File: src/rtl/uart_tx_axis.sv
// AXI-Stream to UART transmitter: configurable word length, parity and stop bits,
// a one-beat holding buffer for gapless frames, and an idle gap after packet-final beats.
module uart_tx_axis #(
  parameter int unsigned clk_rate  = 100000000,
  parameter int unsigned Baud      = 115200,
  parameter int unsigned Word_len  = 8,
  parameter int unsigned Parity    = 0,
  parameter int unsigned Stop_bits = 1,
  parameter int unsigned Gap_bits  = 0
) (
  input  logic                clk,
  input  logic                rst,
  input  logic [Word_len-1:0] tx_data,
  input  logic                tx_data_valid,
  input  logic                tx_data_last,
  output logic                tx_data_ready,
  output logic                Uart_tx,
  output logic                tx_busy
);

  localparam int unsigned BAUD_DIV = clk_rate / Baud;
  localparam int unsigned CNT_W    = $clog2(BAUD_DIV) + 1;
  localparam int unsigned MAX_BITS = (Gap_bits > Word_len) ? Gap_bits : Word_len;
  localparam int unsigned BIT_W    = $clog2(MAX_BITS) + 1;

  localparam logic [CNT_W-1:0] BAUD_LAST = CNT_W'(BAUD_DIV - 1);
  localparam logic [BIT_W-1:0] DATA_LAST = BIT_W'(Word_len - 1);
  localparam logic [BIT_W-1:0] STOP_LAST = BIT_W'(Stop_bits - 1);
  localparam logic [BIT_W-1:0] GAP_LAST  = BIT_W'(Gap_bits - 1);
  localparam logic             USE_PAR   = (Parity != 0);
  localparam logic             ODD_PAR   = (Parity == 2);
  localparam logic             USE_GAP   = (Gap_bits != 0);

  // Reject configurations the frame logic cannot represent
  if (Parity > 2) begin : g_bad_parity
    $error("uart_tx_axis: Parity must be 0, 1 or 2");
  end
  if (Stop_bits != 1 && Stop_bits != 2) begin : g_bad_stop
    $error("uart_tx_axis: Stop_bits must be 1 or 2");
  end
  if (BAUD_DIV < 2) begin : g_bad_baud
    $error("uart_tx_axis: clk_rate/Baud must be at least 2");
  end
  if (Word_len < 5 || Word_len > 9) begin : g_bad_word
    $error("uart_tx_axis: Word_len must be 5..9");
  end

  typedef enum logic [2:0] {IDLE, START, DATA, PARITY, STOP, GAP} state_t;

  state_t              state;
  logic [Word_len-1:0] hold_data;
  logic                hold_last;
  logic [Word_len-1:0] shreg;
  logic                frame_last;
  logic                par_bit;
  logic [CNT_W-1:0]    baud_cnt;
  logic [BIT_W-1:0]    bit_cnt;

  logic bit_end_c;
  logic stop_done_c;
  logic gap_done_c;
  logic line_free_c;
  logic load_c;
  logic accept_c;

  // A new frame may start from IDLE, straight after the last stop bit, or after the gap
  always_comb begin
    bit_end_c   = (baud_cnt == BAUD_LAST);
    stop_done_c = (state == STOP) && bit_end_c && (bit_cnt == STOP_LAST);
    gap_done_c  = (state == GAP) && bit_end_c && (bit_cnt == GAP_LAST);
    line_free_c = (state == IDLE) || (stop_done_c && !(frame_last && USE_GAP)) || gap_done_c;
    load_c      = !tx_data_ready && line_free_c;
    accept_c    = tx_data_valid && tx_data_ready;
  end

  always_ff @(posedge clk) begin
    if (rst) begin
      state         <= IDLE;
      tx_data_ready <= 1'b1;
      hold_data     <= '0;
      hold_last     <= 1'b0;
      shreg         <= '0;
      frame_last    <= 1'b0;
      par_bit       <= 1'b0;
      baud_cnt      <= '0;
      bit_cnt       <= '0;
      Uart_tx       <= 1'b1;
      tx_busy       <= 1'b0;
    end else begin
      // Holding buffer: tx_data_ready doubles as the "hold empty" flag
      if (accept_c) begin
        hold_data     <= tx_data;
        hold_last     <= tx_data_last;
        tx_data_ready <= 1'b0;
      end else if (load_c) begin
        tx_data_ready <= 1'b1;
      end

      if (state != IDLE) begin
        baud_cnt <= bit_end_c ? '0 : baud_cnt + CNT_W'(1);
      end

      if (load_c) begin
        shreg      <= hold_data;
        frame_last <= hold_last;
        par_bit    <= (^hold_data) ^ ODD_PAR;
        state      <= START;
        Uart_tx    <= 1'b0;
        tx_busy    <= 1'b1;
        baud_cnt   <= '0;
        bit_cnt    <= '0;
      end else begin
        case (state)
          IDLE: begin
            Uart_tx <= 1'b1;
            tx_busy <= 1'b0;
          end
          START: begin
            if (bit_end_c) begin
              state   <= DATA;
              Uart_tx <= shreg[0];
              bit_cnt <= '0;
            end
          end
          DATA: begin
            if (bit_end_c) begin
              if (bit_cnt == DATA_LAST) begin
                bit_cnt <= '0;
                if (USE_PAR) begin
                  state   <= PARITY;
                  Uart_tx <= par_bit;
                end else begin
                  state   <= STOP;
                  Uart_tx <= 1'b1;
                end
              end else begin
                bit_cnt <= bit_cnt + BIT_W'(1);
                shreg   <= shreg >> 1;
                Uart_tx <= shreg[1];
              end
            end
          end
          PARITY: begin
            if (bit_end_c) begin
              state   <= STOP;
              Uart_tx <= 1'b1;
              bit_cnt <= '0;
            end
          end
          STOP: begin
            if (bit_end_c) begin
              if (bit_cnt == STOP_LAST) begin
                bit_cnt <= '0;
                if (frame_last && USE_GAP) begin
                  state <= GAP;
                end else begin
                  state   <= IDLE;
                  tx_busy <= 1'b0;
                end
              end else begin
                bit_cnt <= bit_cnt + BIT_W'(1);
              end
            end
          end
          GAP: begin
            if (bit_end_c) begin
              if (bit_cnt == GAP_LAST) begin
                bit_cnt <= '0;
                state   <= IDLE;
                tx_busy <= 1'b0;
              end else begin
                bit_cnt <= bit_cnt + BIT_W'(1);
              end
            end
          end
          default: begin
            state   <= IDLE;
            Uart_tx <= 1'b1;
            tx_busy <= 1'b0;
          end
        endcase
      end
    end
  end

endmodule

File: config.mk
export PLATFORM = sky130hd
export DESIGN_NAME = uart_tx_axis
export DESIGN_NICKNAME = d
export VERILOG_FILES = /design/src/rtl/uart_tx_axis.sv
export SDC_FILE = /design/constraint.sdc
export NUM_CORES = 1
export LEC_CHECK = 0
export ABC_AREA = 1
export BUFFER_PORTS_ARGS = -buffer_cell sky130_fd_sc_hd__buf_2
export CORE_ASPECT_RATIO = 0.75
export CORE_MARGIN = 2
export CORE_UTILIZATION = 53
export CTS_CLUSTER_SIZE = 12
export DETAILED_ROUTE_END_ITERATION = 10
export PLACE_DENSITY = 0.76
export SLEW_MARGIN = 20
export SYNTH_ARGS = -nofsm -noshare
export SYNTH_HDL_FRONTEND = slang
export SYNTH_SLANG_ARGS = --single-unit
File: constraint.sdc
create_clock -name clk -period 1.6 [get_ports clk]
set_input_delay 0.32 -clock clk [delete_from_list [all_inputs] [get_ports clk]]
set_output_delay 0.32 -clock clk [all_outputs]
set_load 0.005 [all_outputs]
After elaboration in Yosys (flattened, before gate mapping):

Cells that the tools add are included.

* equal/unequal tests: 29
* reductions and logical operators: 26
* add/sub/neg operators: 2
* bitwise gates (word level): 1
* divide/modulo/power cells: 0
* muxes and demuxes: 37
* $mul: 0
* magnitude comparators: 0
* shift operators: 0

Operator list (number)
* 8-bit 2-to-1 mux: 4
* 4-bit 2-to-1 mux: 7
* 3-bit 2-to-1 mux: 8
* 3-bit inequality test, second input constant: 6
* 3-bit case mux with 6 select lines: 1
* 9-bit AND reduction: 2
* 2-bit inequality test, second input constant: 8
* 4-bit case mux with 4 select lines: 1
* 1-bit 2-to-1 mux: 13
* 11-bit by 1-bit adder with 11-bit output, second input constant: 1
* 11-bit by 10-bit == test with 1-bit output, second input constant: 1
* 11-bit 2-to-1 mux: 1
* 2-bit by 1-bit inequality test with 1-bit output, second input constant: 5
* 5-bit AND reduction: 2
* 3-bit by 2-bit == test with 1-bit output, second input constant: 2
* 3-bit == test, second input constant: 2
* 1-bit logical AND: 6
* 3-bit by 2-bit inequality test with 1-bit output, second input constant: 2
* 2-bit nonzero test: 3
* 2-bit OR reduction: 3
* 4-bit by 1-bit adder with 4-bit output, second input constant: 1
* 4-bit by 3-bit == test with 1-bit output, second input constant: 1
* 4-bit == test, second input constant: 1
* 4-bit zero test: 1
* other kinds (12): 13

* bits in latches: 0
* bits of input ports: 12
* memory bits (writable): 0
* ROM bits: 0
* flip-flop bits (word level): 37
* memories: 0
* logic and storage cells: 104

Depth between registers and ports, before layout:

* word-level depth: 8
* gate-level depth with buffers: 14

Least setup slack after synthesis:

OpenSTA, ideal clock, no wires.

* path type: register to register
* start: register baud_cnt[0]
* end: register shreg[3]
* path slack: 0.028 ns
* library setup time: 0.109 ns
* period minus slack after synthesis: 1.572 ns
* stages on the path, launching flop included: 14
* data arrival time: 1.463 ns
* cell sequence: dfxtp_1 -> ha_1 -> inv_1 -> nor2_1 -> nand3_1 -> nor2_4 -> nand2_2 -> nand2_4 -> nand2_4 -> buf_6 -> nand3_1 -> nand3_1 -> nand2_1 -> inv_1

* cells in the longest elaborated chain, start to end: 8

Ends and longest elaborated chain
* from (decl): RTL line 56 `logic [CNT_W-1:0] baud_cnt;`
* from (signal assigned): RTL line 100 `baud_cnt <= bit_end_c ? '0 : baud_cnt + CNT_W'(1);`
* 11-bit by 10-bit == test with 1-bit output *: RTL line 68 `bit_end_c = (baud_cnt == BAUD_LAST);`
* 1-bit logical AND (2 in series): RTL line 69 `stop_done_c = (state == STOP) && bit_end_c && (bit_cnt == STOP_LAST);`
* 1-bit logical OR (2 in series): RTL line 71 `line_free_c = (state == IDLE) || (stop_done_c && !(frame_last && USE_GAP)) || gap_done_c;`
* 1-bit logical AND: RTL line 72 `load_c = !tx_data_ready && line_free_c;`
* 2-bit inequality test (no line) or 2-bit nonzero test (tied branches)
* 3-bit AND reduction (no line)
* to (signal assigned): RTL line 104 `shreg <= hold_data;`
* to (signal assigned): RTL line 138 `shreg <= shreg >> 1;`
* to (decl): RTL line 53 `logic [Word_len-1:0] shreg;`

Mark *: on every way between the ends. The rest lies on a longest branch, timed or not.
A chain may end at the register's enable or synchronous reset.

Final worst setup path:

* start: register baud_cnt[0]
* end: register shreg[2]

The elaborated chain is that of the path after synthesis.

==> results.tsv <==
stage	metric	value	unit
run_status	status	finished, violations left	
run_status	violations	setup timing	
final_layout	diodes	0	
final_layout	fin_area	2586	um2
setup_path	crit_type	register to register	
setup_path	crit_path_start_kind	register	
worst_hold_path	hold_depth	2	
setup_path	reg2regPathDepth	13	
clocking	cts_max_level	2	
place	gp_congestion	0.9199	
yosys	synth_compound_area_share	11.55	%
clocking	tritoncts	done	
clocking	cts-root-buf	clkbuf_8	
yosys	synthAdderAreaFrac	1.958	%
yosys	synth_seq_cells	37	
setup_path	cp_max_fo	6	
power	pwr_density_cell	750.0	nW/um2
yosys	synth_top_family_by_area	simple AND/OR/NAND/NOR gates	
sta	final.period_utilization	102.2	%
floorplan	design.portCount	15	
floorplan	die-area	4119	um2
sta	fmax	611.5	MHz
sta	relSlewSlack	65.29	%
floorplan	die_w	73.44	um
power	power	1940	uW
yosys	muxShareOfSynthArea	0	%
place	io_buffer_count	13	
global_route	grt_pass1_wl	8010	um
detailed_routing	drc_errors	0	
yosys	syn_nets	288	
yosys	netlist_area	1917	um2
floorplan	die_h	56.08	um
global_route	grt_pass1_vias	1702	
yosys	synth_area_leaders	dfxtp_1 39%, nand2_1 9.8%, nor2_1 8.2%, nand3_1 7.0%, inv_1 6.9%	
sta	maxSlewViolCount	0	
place	post_dp_cell_area	2181	um2
yosys	netlist_instances	273	
detailed_routing	first_iter_violations	212	
clocking	cts_num_sinks	37	
yosys	yosys.area_share.xor_xnor	2.285	%
setup_path	cp.required	1.80	ns
clocking	clkTransAtPathRegs	0.08	ns
detailed_routing	dr.pass1.iters	4	
sta	finalWorstSetupSlack	-0.03524	ns
global_route	antenna_found_initial	0	
worst_hold_path	hp-class	input pin to register	
detailed_routing	drt-total-wl	5319	um
global_route	grt.total_usage	25.11	%
floorplan	rows	18	
detailed_routing	vias	1978	
sta	rsz0062_at_grt	yes	
final_layout	syn2layout_area_growth	34.92	%
power	internal_power	1389	uW
place	hpwl	3168	um
power	p_leak	0.001100	uW
yosys	ys.warnings.count	0	
setup_path	worstPathArrival	1.84	ns
sta	hold_violations	0	
yosys	yosysSeqAreaShare	38.64	%
power	power_frac_seq	50.9	%
clocking	cts-buffers-inserted	5	
power	pwr-share-clk	33.4	%
final_layout	final_layout_size_suffix_gt1_share	37.50	%
yosys	syn_avg_cell_area	7.021	um2
flow_run	drv_cap	0	
yosys	synth_top_cell_area_share	38.64	%
floorplan	start_util	56.74	%
power	ir_drop	756.0	uV
clocking	clockBufferDepth	2	
sta	timing.hold.ws	0.2148	ns
place	dpl.cell_count	347	
yosys	synth_top_cell_by_area	dfxtp_1	
final_layout	layout.cells.non_filler	360	
detailed_routing	final_antenna_net_count	0	
final_layout	utilization	76.56	%
floorplan	core	3378	um2
global_route	grt_max_degree	14	
power	p_sw	551.0	uW
yosys	yosys.area_share.simple	36.10	%
global_route	overflow	0	
detailed_routing	routed_via_density	5.494	
detailed_routing	wl_per_cell	14.78	um
final_layout	nets	334	
sta	setup_viol	7	
sta	worst_slew_pin_slew	0.5202	ns
power	p_sw_share	28.40	%
power	combPwrFrac	15.7	%
setup_path	crit_path_end_kind	register	
clocking	clk_latency	0.30	ns
yosys	synthDistinctLibCells	29	
sta	skew	0.006046	ns
sta	period_needed	1.635	ns
==> worst max-delay path: stages (launching register included) <==
cell and delay (ns):
dfxtp_2 0.36, ha_4 0.14, inv_1 0.04, nor2_2 0.10, nand3_2 0.10, nor2_4 0.13
nand2_2 0.09, nand2_4 0.12, buf_12 0.12, nand2_8 0.05, nand3_1 0.10, nand3_1 0.07
nand2_1 0.06, inv_1 0.05
==> Yosys cell counts (all sizes together) <==
cell    instances
a31oi           1
o31ai           1
nor2           46
o211ai          1
xnor2           1
nor3b           1
buf             4
a21oi          19
nand2          57
nor3           12
nand4           2
ha              3
o21ai          14
nand3b          1
dfxtp          37
nand3          28
xor2            4
inv            38
o22ai           1
a211oi          2
==> layout make-up <==
| type | count | area (um2) |
|---|---|---|
| Clock buffer | 6 | 72.57 |
| Clock inverter | 2 | 10.01 |
| Fill cell | 229 | 792.0 |
| Inverter | 38 | 147.6 |
| Multi-Input combinational cell | 195 | 1242 |
| Sequential cell | 37 | 745.7 |
| Tap cell | 40 | 50.05 |
| Timing Repair Buffer | 42 | 317.8 |
==> cells by family (layout without fill, tap and decap cells) <==
logic type,count (synthesis),in the layout
AND/OR/NAND/NOR,147,148
buffers and inverters,42,88
AO/OA/AOI/OAI,39,39
flip-flops,37,37
XOR/XNOR,5,5
adder cells (fa/ha/maj),3,3
==> placed cells by master (no fill, tap or decap), drive strengths merged <==
| cell | Yosys | layout |
|---|---|---|
| o31ai | 1 | 1 |
| nand3 | 28 | 28 |
| a31oi | 1 | 1 |
| xnor2 | 1 | 1 |
| o21ai | 14 | 14 |
| nand3b | 1 | 1 |
| a211oi | 2 | 2 |
| dfxtp | 37 | 37 |
| a21oi | 19 | 19 |
| inv | 38 | 38 |
| nand2 | 57 | 58 |
| xor2 | 4 | 4 |
| ha | 3 | 3 |
| o211ai | 1 | 1 |
| o22ai | 1 | 1 |
| nor2 | 46 | 46 |
| clkinv | 0 | 2 |
| nor3b | 1 | 1 |
| nand4 | 2 | 2 |
| clkbuf | 0 | 6 |
| nor3 | 12 | 12 |
| buf | 4 | 42 |
==> state kept, by name, indices dropped and copies added, names as in the netlist <==
| signal | count |
|---|---|
| state | 3 |
| tx_busy | 1 |
| baud_cnt | 11 |
| shreg | 8 |
| tx_data_ready | 1 |
| Uart_tx | 1 |
| bit_cnt | 4 |
| hold_data | 8 |
==> power groups by stage <==
stage | clock network, uW | logic, uW | registers, uW
2_1_floorplan | 0 | 143 | 996
3_3_place_gp | 0 | 210 | 1000
3_5_place_dp | 0 | 215 | 1000
4_1_cts | 649 | 245 | 981
5_1_grt | 683 | 335 | 990
6_report | 648 | 305 | 987
==> layer usage <==
layer  GRT usage, %  part of all wire (%)  up-vias
met4          7.013                   2.0        0
met1          38.77                    47      905
li1               -                     -      970
met5              0                     0        -
met3          5.616                   7.1       13
met2          34.44                    44       90
==> metrics by stage <==
step | setup slack, ns | setup TNS (ns)
2_1_floorplan | 0.02779 | 0
3_3_place_gp | -0.007605 | -0.01087
3_5_place_dp | -0.07499 | -0.2494
4_1_cts | -0.0001950 | -0.0001950
5_1_grt | -0.1330 | -2.302
6_report | -0.03524 | -0.08206
==> final timing paths <==
path / from / end / slack, ns
worst max-delay path: baud_cnt[0] / shreg[2] / -0.04
worst min-delay path: tx_data_valid / tx_data_ready / 0.21
worst max register to register: baud_cnt[0] / shreg[2] / -0.04
worst min register to register: hold_data[7] / shreg[7] / 0.48
==> what timing repair did <==
| item | 4_1_cts | 5_1_grt |
|---|---|---|
| endpoints found under the hold margin | 0 | 0 |
| hold buffers | 0 | 0 |
| setup buffers | 1 | 3 |
| pin swaps | 7 | 17 |
| endpoints found under the setup margin | 15 | 29 |
| resized for setup | 14 | 58 |
| cloned | 1 | 0 |
Note: power is estimated with default switching activity, not from simulation.
